$ cat src/rtl/bus_pkg.sv
// Shared datapath bus definitions: default geometry, source index map and helpers
// used by the bus arbiter/multiplexer and its consumers.
package bus_pkg;

  localparam int BUS_WIDTH = 32;
  localparam int BUS_NSRC  = 24;
  localparam int BUS_SELW  = $clog2(BUS_NSRC);

  // Priority follows index order: R0 wins over everything, C loses to everything.
  typedef enum logic [BUS_SELW-1:0] {
    SRC_R0     = 5'd0,
    SRC_R1     = 5'd1,
    SRC_R2     = 5'd2,
    SRC_R3     = 5'd3,
    SRC_R4     = 5'd4,
    SRC_R5     = 5'd5,
    SRC_R6     = 5'd6,
    SRC_R7     = 5'd7,
    SRC_R8     = 5'd8,
    SRC_R9     = 5'd9,
    SRC_R10    = 5'd10,
    SRC_R11    = 5'd11,
    SRC_R12    = 5'd12,
    SRC_R13    = 5'd13,
    SRC_R14    = 5'd14,
    SRC_R15    = 5'd15,
    SRC_HI     = 5'd16,
    SRC_LO     = 5'd17,
    SRC_ZHI    = 5'd18,
    SRC_ZLO    = 5'd19,
    SRC_PC     = 5'd20,
    SRC_MDR    = 5'd21,
    SRC_INPORT = 5'd22,
    SRC_C      = 5'd23
  } bus_src_t;

  // One-hot drive-enable strobe for a named source.
  function automatic logic [BUS_NSRC-1:0] src_bit(input bus_src_t s);
    logic [BUS_NSRC-1:0] v;
    v    = '0;
    v[s] = 1'b1;
    return v;
  endfunction

endpackage

$ cat src/rtl/bus_arb_mux_if.sv
// Bus-side signal bundle of the arbiter/multiplexer: source words and strobes in,
// registered bus value and conflict status out.
interface bus_arb_mux_if
  import bus_pkg::*;
#(
  parameter int WIDTH = BUS_WIDTH,
  parameter int NSRC  = BUS_NSRC,
  parameter int CNT_W = 8
);
  localparam int SELW = $clog2(NSRC);

  // Strobe semantics: src_out[i] is a request sampled only at the rising edge; there
  // is no ready/back-pressure. bus_valid=1 means bus_out/bus_src carry the word that
  // won arbitration at the previous edge; bus_valid=0 means nobody drove it then.
  logic [NSRC*WIDTH-1:0] src_data;
  logic [NSRC-1:0]       src_out;
  logic                  conflict_clr;
  logic [WIDTH-1:0]      bus_out;
  logic                  bus_valid;
  logic [SELW-1:0]       bus_src;
  logic                  conflict;
  logic                  conflict_sticky;
  logic [CNT_W-1:0]      conflict_cnt;

  modport master (
    output src_data, src_out, conflict_clr,
    input  bus_out, bus_valid, bus_src, conflict, conflict_sticky, conflict_cnt
  );

  modport slave (
    input  src_data, src_out, conflict_clr,
    output bus_out, bus_valid, bus_src, conflict, conflict_sticky, conflict_cnt
  );

endinterface

$ cat src/rtl/bus_prio_enc.sv
// Combinational priority encoder: lowest set request bit wins; also reports
// whether any request is present and whether more than one is.
module bus_prio_enc
  import bus_pkg::*;
#(
  parameter int N    = BUS_NSRC,
  parameter int SELW = $clog2(N)
) (
  input  logic [N-1:0]    req,
  output logic [SELW-1:0] index,
  output logic            any,
  output logic            multi
);

  // Scan from the top down so the lowest set index is the last assignment.
  always_comb begin
    index = '0;
    for (int i = N - 1; i >= 0; i--) begin
      if (req[i]) index = SELW'(i);
    end
  end

  assign any = |req;

  // Clearing the lowest set bit leaves something only if two or more were set.
  assign multi = |(req & (req - N'(1)));

endmodule

$ cat src/rtl/bus_arb_mux.sv
// Registered datapath bus multiplexer: priority-selects one source word per cycle,
// flags and counts multi-driver cycles, and holds or zeroes the bus when idle.
module bus_arb_mux
  import bus_pkg::*;
#(
  parameter int WIDTH     = BUS_WIDTH,
  parameter int NSRC      = BUS_NSRC,
  parameter int SELW      = $clog2(NSRC),
  parameter int HOLD_IDLE = 1,
  parameter int CNT_W     = 8
) (
  input logic          clk,
  input logic          clr,
  bus_arb_mux_if.slave bus
);

  logic [SELW-1:0]  enc_idx;
  logic             enc_any;
  logic             enc_multi;
  logic [WIDTH-1:0] win_word;

  logic [WIDTH-1:0] bus_out_q;
  logic             bus_valid_q;
  logic [SELW-1:0]  bus_src_q;
  logic             conflict_q;
  logic             sticky_q;
  logic [CNT_W-1:0] cnt_q;

  bus_prio_enc #(
    .N    (NSRC),
    .SELW (SELW)
  ) u_enc (
    .req   (bus.src_out),
    .index (enc_idx),
    .any   (enc_any),
    .multi (enc_multi)
  );

  // Winner word select; the encoder only ever produces indices below NSRC.
  always_comb begin
    win_word = '0;
    for (int i = 0; i < NSRC; i++) begin
      if (enc_idx == SELW'(i)) win_word = bus.src_data[i*WIDTH +: WIDTH];
    end
  end

  always_ff @(posedge clk or negedge clr) begin
    if (!clr) begin
      bus_out_q   <= '0;
      bus_valid_q <= 1'b0;
      bus_src_q   <= '0;
      conflict_q  <= 1'b0;
    end else begin
      conflict_q <= enc_multi;
      if (enc_any) begin
        bus_out_q   <= win_word;
        bus_src_q   <= enc_idx;
        bus_valid_q <= 1'b1;
      end else begin
        bus_valid_q <= 1'b0;
        if (HOLD_IDLE == 0) bus_out_q <= '0;
      end
    end
  end

  // A clear coinciding with a conflict restarts tracking at that conflict.
  always_ff @(posedge clk or negedge clr) begin
    if (!clr) begin
      sticky_q <= 1'b0;
      cnt_q    <= '0;
    end else if (bus.conflict_clr) begin
      sticky_q <= enc_multi;
      cnt_q    <= enc_multi ? CNT_W'(1) : '0;
    end else if (enc_multi) begin
      sticky_q <= 1'b1;
      if (!(&cnt_q)) cnt_q <= cnt_q + CNT_W'(1);
    end
  end

  assign bus.bus_out         = bus_out_q;
  assign bus.bus_valid       = bus_valid_q;
  assign bus.bus_src         = bus_src_q;
  assign bus.conflict        = conflict_q;
  assign bus.conflict_sticky = sticky_q;
  assign bus.conflict_cnt    = cnt_q;

endmodule

$ cat src/flat_wrapper.sv
// flat-port wrapper written by rule: the top's interface ports become plain ports
module bus_arb_mux_flat import bus_pkg::*;
#(
  parameter int WIDTH     = BUS_WIDTH,
  parameter int NSRC      = BUS_NSRC,
  parameter int SELW      = $clog2(NSRC),
  parameter int HOLD_IDLE = 1,
  parameter int CNT_W     = 8
)
  (clk, clr, bus_src_data, bus_src_out, bus_conflict_clr, bus_bus_out, bus_bus_valid, bus_bus_src, bus_conflict, bus_conflict_sticky, bus_conflict_cnt);
  bus_arb_mux_if #(.WIDTH(WIDTH), .NSRC(NSRC), .CNT_W(CNT_W)) bus_i ();
  input logic clk;
  input logic clr;
  input wire logic [$bits(bus_i.src_data)-1:0] bus_src_data;
  input wire logic [$bits(bus_i.src_out)-1:0] bus_src_out;
  input wire logic [$bits(bus_i.conflict_clr)-1:0] bus_conflict_clr;
  output wire logic [$bits(bus_i.bus_out)-1:0] bus_bus_out;
  output wire logic [$bits(bus_i.bus_valid)-1:0] bus_bus_valid;
  output wire logic [$bits(bus_i.bus_src)-1:0] bus_bus_src;
  output wire logic [$bits(bus_i.conflict)-1:0] bus_conflict;
  output wire logic [$bits(bus_i.conflict_sticky)-1:0] bus_conflict_sticky;
  output wire logic [$bits(bus_i.conflict_cnt)-1:0] bus_conflict_cnt;
  assign bus_i.src_data = bus_src_data;
  assign bus_i.src_out = bus_src_out;
  assign bus_i.conflict_clr = bus_conflict_clr;
  assign bus_bus_out = bus_i.bus_out;
  assign bus_bus_valid = bus_i.bus_valid;
  assign bus_bus_src = bus_i.bus_src;
  assign bus_conflict = bus_i.conflict;
  assign bus_conflict_sticky = bus_i.conflict_sticky;
  assign bus_conflict_cnt = bus_i.conflict_cnt;
  bus_arb_mux #(.WIDTH(WIDTH), .NSRC(NSRC), .SELW(SELW), .HOLD_IDLE(HOLD_IDLE), .CNT_W(CNT_W)) u_core (.clk(clk), .clr(clr), .bus(bus_i));
endmodule
$ cat config.mk
export PLATFORM = sky130hd
export DESIGN_NAME = bus_arb_mux_flat
export DESIGN_NICKNAME = d
export VERILOG_FILES = /design/src/rtl/bus_pkg.sv /design/src/rtl/bus_arb_mux_if.sv /design/src/rtl/bus_prio_enc.sv /design/src/rtl/bus_arb_mux.sv /design/src/flat_wrapper.sv
export SDC_FILE = /design/constraint.sdc
export NUM_CORES = 1
export LEC_CHECK = 0
export ABC_AREA = 0
export CORE_AREA = 2 2 330 332
export DETAILED_ROUTE_END_ITERATION = 12
export DIE_AREA = 0 0 332 334
export PLACE_DENSITY = 0.3
export REMOVE_ABC_BUFFERS = 1
export SYNTH_ARGS = -nofsm -noshare
export SYNTH_HDL_FRONTEND = slang
export SYNTH_SLANG_ARGS = --single-unit
$ cat constraint.sdc
create_clock -name clk -period 2.18 [get_ports clk]
set_clock_uncertainty 0.05 [all_clocks]
set_input_delay 0.436 -clock clk [delete_from_list [all_inputs] [get_ports clk]]
set_output_delay 0.436 -clock clk [all_outputs]
set_load 0.03 [all_outputs]
==> flow_metrics.tcl, run 1 <==
set metrics [dict create \
    dp_slack_ns -2.190 \
    wire_per_inst_um 32.06 \
    synth_cells 1245 \
    via_per_inst 4.288 \
    place.gp.congestion 0.9260 \
    synth_edf_count 0 \
    path_cells "buf_8 > buf_4 > nor2_4 > o311ai_4 > buf_6 > a31o_4 > and4_4 > buf_12 > buf_12 > buf_12 > a221oi_2 > o21ai_2 > a221o_1 > a221oi_4 > o21ai_1" \
    coreArea_um2 107800 \
    stdcell_area_um2 26180 \
    tightestPinTransition_ns 0.8052 \
    period_share_pct 142.1 \
    ys_seq_elements 48 \
    grt_max_degree 19 \
    setup_viol 44 \
    grtUsageTotal_pct 21.94 \
    use_met1_pct 27.09 \
    layout_common_cells "clkdlybuf4s50_1, buf_4, nand2_1, buf_6" \
    p_total_mw 6.156 \
    worstSetupStartpointType "primary input" \
    grt_busiest_layer "met2" \
    dr.pass1.iters 5 \
    layout_setup_ws_ns -0.9183 \
    die_w_um 332 \
    crit_start "bus_src_out[15]" \
    cts_sinks 48 \
    hold_viol 0 \
    layoutNonFillerInstCount 3983 \
    grt_pass1_wl_um 166300 \
    max_stage_delay_ns 0.44 \
    dp_hpwl_um 110900 \
    antenna_found_initial 43 \
    htreeDepth 2 \
    die_h_um 334 \
    area_delta_synth_final_pct 208.0 \
    end_kind "flop" \
    root_buffer "clkbuf_16" \
    vias 17080 \
    drt_iter0_markers 1093 \
    numCtsBuffers 5 \
    p_per_area_nw_per_um2 235.1 \
    overflow 0 \
    synthesis.area_um2 8502 \
    required_ns 2.34 \
    violations "setup timing" \
    placed_cell_area_um2 22270 \
    critPathArrivalTime_ns 3.25 \
    worstSkewPairLatency_ns 0.31 \
    io_buffers 842 \
    dieArea_um2 110900 \
    cts.path.max_buffers 2 \
    fillers 11840 \
    maxSlewHeadroom_pct 46.14 \
    gr-usage-met3_pct 5.578 \
    ant_nets 0 \
    maxCapViolations 0 \
    rows 121 \
    use_met2_pct 37.40 \
    p_leak_nw 9.898 \
    whs_ns 0.07804 \
    layout_commonest_cell "clkdlybuf4s50_1" \
    ys_types 81 \
    path_clk_slew_ns 0.08 \
    synth_warnings 0 \
    drc 0 \
    path_class "in -> reg" \
    rsz0062_at_grt "yes" \
    cts_tree "built" \
    maxSlewViolCount 0 \
    grt_pass1_vias 18360 \
    rr_startpoint "u_core.bus.conflict_cnt[0]" \
    synthArstFlopShare_pct 100.0 \
    fmaxAchievable_mhz 322.8 \
    drive_gt1_share_pct 35.14 \
    start_util_pct 7.887 \
    cp_common_cell "buf_12" \
    synth.yosys.seq_area_share_pct 14.13 \
    place_inst 3822 \
    period_minus_slack_ns 3.098 \
    ys.flop_type "dfrtp_1" \
    hold_path.class "in -> async" \
    pin_count 843 \
    reg2regPathDepth 6 \
    fin_nets 3345 \
    crit_fanout 7 \
    syn_avg_cell_area_um2 6.829 \
    slowest_stage "a221o_1" \
    drt-total-wl_um 127700 \
    vdd_ir_drop_max_mv 0.2373 \
    outcome "complete, but fails checks" \
]
-- power by group --
group	switching (mW)	total [mW]	internal [mW]
sequential	0.0824	1.06	0.982
clock	0.457	0.889	0.432
combinational	1.85	4.20	2.35
-- synth_stat cells (4+ instances only) --
cell type | instances | area share, %
nand2_1 | 180 | 7.9
a21oi_1 | 125 | 7.4
o21ai_0 | 110 | 6.5
nor2_1 | 87 | 3.8
clkbuf_1 | 60 | 2.6
dfrtp_1 | 48 | 14
a221oi_1 | 45 | 4.6
nand3_1 | 44 | 2.6
buf_2 | 38 | 2.2
nor3_1 | 34 | 2.0
mux2i_1 | 32 | 3.8
a221o_1 | 31 | 3.6
o221ai_1 | 29 | 3.0
a222oi_1 | 28 | 3.3
o22ai_1 | 28 | 2.1
o211ai_1 | 24 | 2.1
a22oi_1 | 22 | 1.9
a31oi_1 | 22 | 1.6
a22o_1 | 21 | 2.2
o21ai_1 | 18 | 1.1
a211oi_1 | 17 | 1.5
o221a_2 | 15 | 2.0
inv_1 | 12 | 0.53
nor4_1 | 11 | 0.81
o21a_1 | 11 | 0.97
a21o_1 | 10 | 0.88
nand4_1 | 8 | 0.59
or3_1 | 8 | 0.59
buf_1 | 7 | 0.31
mux2_2 | 7 | 0.93
o2111ai_1 | 7 | 0.72
and3_1 | 6 | 0.44
o22a_1 | 6 | 0.62
or4_1 | 6 | 0.53
o31ai_1 | 5 | 0.44
xnor2_1 | 5 | 0.52
a2111oi_0 | 4 | 0.41
nor3_2 | 4 | 0.47
o31a_1 | 4 | 0.41
-- state kept, by name (all words and copies together) (netlist names) --
signal and cells:
u_core.bus.bus_out 32, u_core.bus.bus_valid 1, u_core.bus.bus_src 5, u_core.bus.conflict_sticky 1, u_core.bus.conflict_cnt 8, u_core.bus.conflict 1
-- cells by family (layout without fill, tap and decap cells) --
family,after synthesis,count (layout),share of synthesized area (%)
adder cells (fa/ha/maj),3,3,0.3826
other,0,19,0
flip-flops,48,48,14.13
AND/OR/NAND/NOR,418,418,23.06
AO/OA/AOI/OAI,615,615,51.49
XOR/XNOR,5,5,0.5151
multiplexers,39,39,4.695
buffers and inverters,117,1422,5.725
-- metal layers --
metal | vias up | share of wire (%)
met3 | 122 | 7.4
met2 | 814 | 48
li1 | 7675 | -
met4 | 32 | 2.3
met1 | 8435 | 42
met5 | - | 0.17
-- cell type report --
cell class | instances | area, um^2 | share of cell area, %
Tap cell | 1414 | 1769 | 6.757
Multi-Input combinational cell | 1080 | 8825 | 33.70
Antenna cell | 19 | 47.55 | 0.1816
Inverter | 12 | 48.80 | 0.1864
Clock buffer | 6 | 128.9 | 0.4922
Sequential cell | 48 | 1201 | 4.587
Clock inverter | 2 | 16.27 | 0.06212
Timing Repair Buffer | 1402 | 14150 | 54.03
-- worst max-delay path, delay by kind of cell --
kind	cells	cell delay (ns)
AO/OA/AOI/OAI	7	1.62
buffers and inverters	6	0.80
AND/OR/NAND/NOR	2	0.38
-- final timing paths --
check | slack, ns | endpoint
max | -0.92 | u_core.bus.bus_out[23]
min | 0.08 | u_core.bus.bus_src[4]
max reg2reg | 0.31 | u_core.bus.conflict_cnt[3]
min reg2reg | 0.44 | u_core.bus.bus_src[1]
max in group asynchronous | 1.45 | u_core.bus.bus_out[8]
min in group clk | 0.44 | u_core.bus.bus_src[1]
-- repair_timing --
item | CTS | global route
pin swaps | 162 | 135
hold buffers | 0 | 0
setup endpoints to repair | 47 | 47
gates cloned | 2 | 1
gates resized for setup | 490 | 179
buffers inserted | 111 | 45
-- per-stage QoR --
step	setup TNS (ns)	utilization [%]
after floorplan	-107.70	-
after global placement	-85.60	20.66
after detailed placement	-85.22	20.66
after CTS	-32.98	23.20
after global routing	-37.66	24.27
final	-33.00	24.29
Power figures use the tool's default switching activity.
==> run 2: changes to the inputs <==
- clock period: 2.18 -> 3.1 ns (I/O delays scaled with it)
==> run 2 against run 1 <==
The flow still finishes with violations (setup timing). Routed wire length about the same. Clock power decreased by 30%. Cell count decreased by 0.53%. Total power decreased by 31%. Largest power group unchanged. Register-to-register slack improved by 0.94 ns. Hold slack improved by 0.31 ns. Count of clock-buffer cells in the layout unchanged.
==> flow_metrics.tcl, run 2 (synthesis results as in run 1) <==
set metrics [dict create \
    grtUsageTotal_pct 21.89 \
    start_util_pct 7.887 \
    period_minus_slack_ns 3.326 \
    drc 0 \
    p_per_area_nw_per_um2 164.2 \
    max_stage_delay_ns 0.57 \
    grt_max_degree 49 \
    pin_count 843 \
    end_kind "flop" \
    worstSetupStartpointType "primary input" \
    critPathArrivalTime_ns 3.49 \
    wire_per_inst_um 32.27 \
    hold_viol 0 \
    clkPwrFrac_pct 14.6 \
    die_w_um 332 \
    setup_viol 36 \
    multi_input_area_um2 8793 \
    numCtsBuffers 5 \
    violations "setup timing" \
    cts_sinks 48 \
    layout_setup_ws_ns -0.2263 \
    whs_ns 0.3911 \
    layout_commonest_cell "clkdlybuf4s50_1" \
    coreArea_um2 107800 \
    grt_pass1_vias 18000 \
    outcome "complete, but fails checks" \
    reg2regPathDepth 6 \
    maxSlewHeadroom_pct 40.29 \
    fin_nets 3330 \
    cts.path.max_buffers 2 \
    worstSkewPairLatency_ns 0.32 \
    slowest_stage "a222oi_1" \
    dp_hpwl_um 109400 \
    switching_share_pct 38.61 \
    maxSlewViolCount 0 \
    required_ns 3.26 \
    dr.pass1.iters 6 \
    period_share_pct 107.3 \
    drt-total-wl_um 127800 \
    antenna_found_initial 47 \
    crit_fanout 8 \
    post-route-util_pct 24.11 \
    cts_tree "built" \
    dp_slack_ns -1.800 \
    cell_internal_pwr_mw 2.620 \
    grt_pass1_wl_um 166300 \
    timing.rr.end "u_core.bus.conflict_cnt[2]" \
    vdd_ir_drop_max_mv 0.2270 \
    path_cells "buf_8 > buf_6 > nor2_4 > o31ai_4 > a211o_4 > nor2_4 > buf_6 > buf_12 > nor2_4 > buf_6 > buf_6 > a22o_1 > a222oi_1 > a41oi_1 > a221o_1" \
    place.gp.congestion 0.8905 \
    largest_reg_flops 32 \
    htreeDepth 2 \
    root_buffer "clkbuf_16" \
    drive_gt1_share_pct 34.28 \
    p_seq_share_pct 17.6 \
    p_comb_share_pct 67.8 \
    final-seq-area_um2 1201 \
    die_h_um 334 \
    p_switching_mw 1.648 \
    rsz0062_at_grt "yes" \
    fmaxAchievable_mhz 300.6 \
    p_total_mw 4.268 \
    p_leak_nw 9.803 \
    ant_nets 0 \
    dieArea_um2 110900 \
    overflow 0 \
    cp_common_cell "buf_6" \
    hold_path.class "in -> async" \
    maxCapViolations 0 \
    io_buffers 842 \
    cts_hold_buf 0 \
    path_class "in -> reg" \
    area_delta_synth_final_pct 205.7 \
    via_per_inst 4.303 \
    tightestPinTransition_ns 0.8956 \
    drt_iter0_markers 1197 \
    rows 121 \
    rrSetupSlack_ns 1.25 \
    rr_startpoint "u_core.bus.conflict_cnt[1]" \
    path_clk_slew_ns 0.09 \
    layout_common_cells "clkdlybuf4s50_1, buf_4, nand2_1, buf_6, a21oi_1" \
    vias 17050 \
    fillers 11900 \
]
==> run 2: cell count changes in the layout (fill, tap and decap cells not counted), moves of 6 or more <==
cell      before  now
a21oi_1       83   91
buf_12        83   70
nand2_4        9    3
diode_2       19   13
a31oi_1       18   12
a31oi_2        0    6
buf_4        374  354
buf_6         95  116
a221oi_2      23   16
==> run 2: per-layer routing <==
metal / part of all wire, % / GRT usage (%) / vias to the layer above
met1: 43 / 27.87 / 8518
met5: 0.18 / 0 / -
met3: 6.3 / 4.413 / 93
met4: 1.3 / 3.191 / 36
met2: 49 / 38.57 / 759
li1: - / - / 7641
==> run 2: worst max path at each step <==
stage               cells past startpoint             from  slack, ns                endpoint
floorplan                              10  bus_src_out[22]      -2.78  u_core.bus.bus_out[14]
global placement                       17  bus_src_out[23]      -1.78  u_core.bus.bus_out[19]
detailed placement                     17  bus_src_out[23]      -1.80  u_core.bus.bus_out[19]
CTS                                    15  bus_src_out[11]      -0.21  u_core.bus.bus_out[19]
global route                           16  bus_src_out[14]      -0.26  u_core.bus.bus_out[10]
finish                                 15   bus_src_out[5]      -0.23  u_core.bus.bus_out[19]
==> run 2: stage by stage <==
step	area (um^2)	cells	setup TNS (ns)
2_1_floorplan	8060	1140	-73.84
3_3_place_gp	22030	3795	-55.48
3_5_place_dp	22030	3795	-55.70
4_1_cts	24770	3907	-4.564
5_1_grt	25970	3954	-6.418
6_report	25990	3962	-3.587
==> run 2: what timing repair did <==
item / in CTS / in global routing
setup endpoints to repair: 42 / 41
setup buffers: 111 / 57
cloned: 5 / 2
pin swaps: 158 / 123
gates resized for setup: 465 / 183
endpoints found under the hold margin: 0 / 0
==> run 2: final cells by class <==
| class | count | area share, % |
|---|---|---|
| Timing Repair Buffer | 1386 | 53.87 |
| Multi-Input combinational cell | 1081 | 33.83 |
| Tap cell | 1414 | 6.807 |
| Sequential cell | 48 | 4.621 |
| Clock buffer | 6 | 0.4958 |
| Inverter | 12 | 0.1877 |
| Antenna cell | 13 | 0.1252 |
| Clock inverter | 2 | 0.06258 |
==> run 2: critical path, delay by kind of cell <==
kind                   cells  cell delay (ns)
AND/OR/NAND/NOR            3             0.34
buffers and inverters      6             0.73
AO/OA/AOI/OAI              6             1.78
==> run 2: power by group through the flow <==
stage | clock network, mW | logic (mW) | registers, mW
detailed placement | 0 | 2.53 | 0.764
finish | 0.622 | 2.89 | 0.753
floorplan | 0 | 0.399 | 0.871
global route | 0.674 | 3.02 | 0.758
global placement | 0 | 2.54 | 0.763
CTS | 0.672 | 2.82 | 0.751
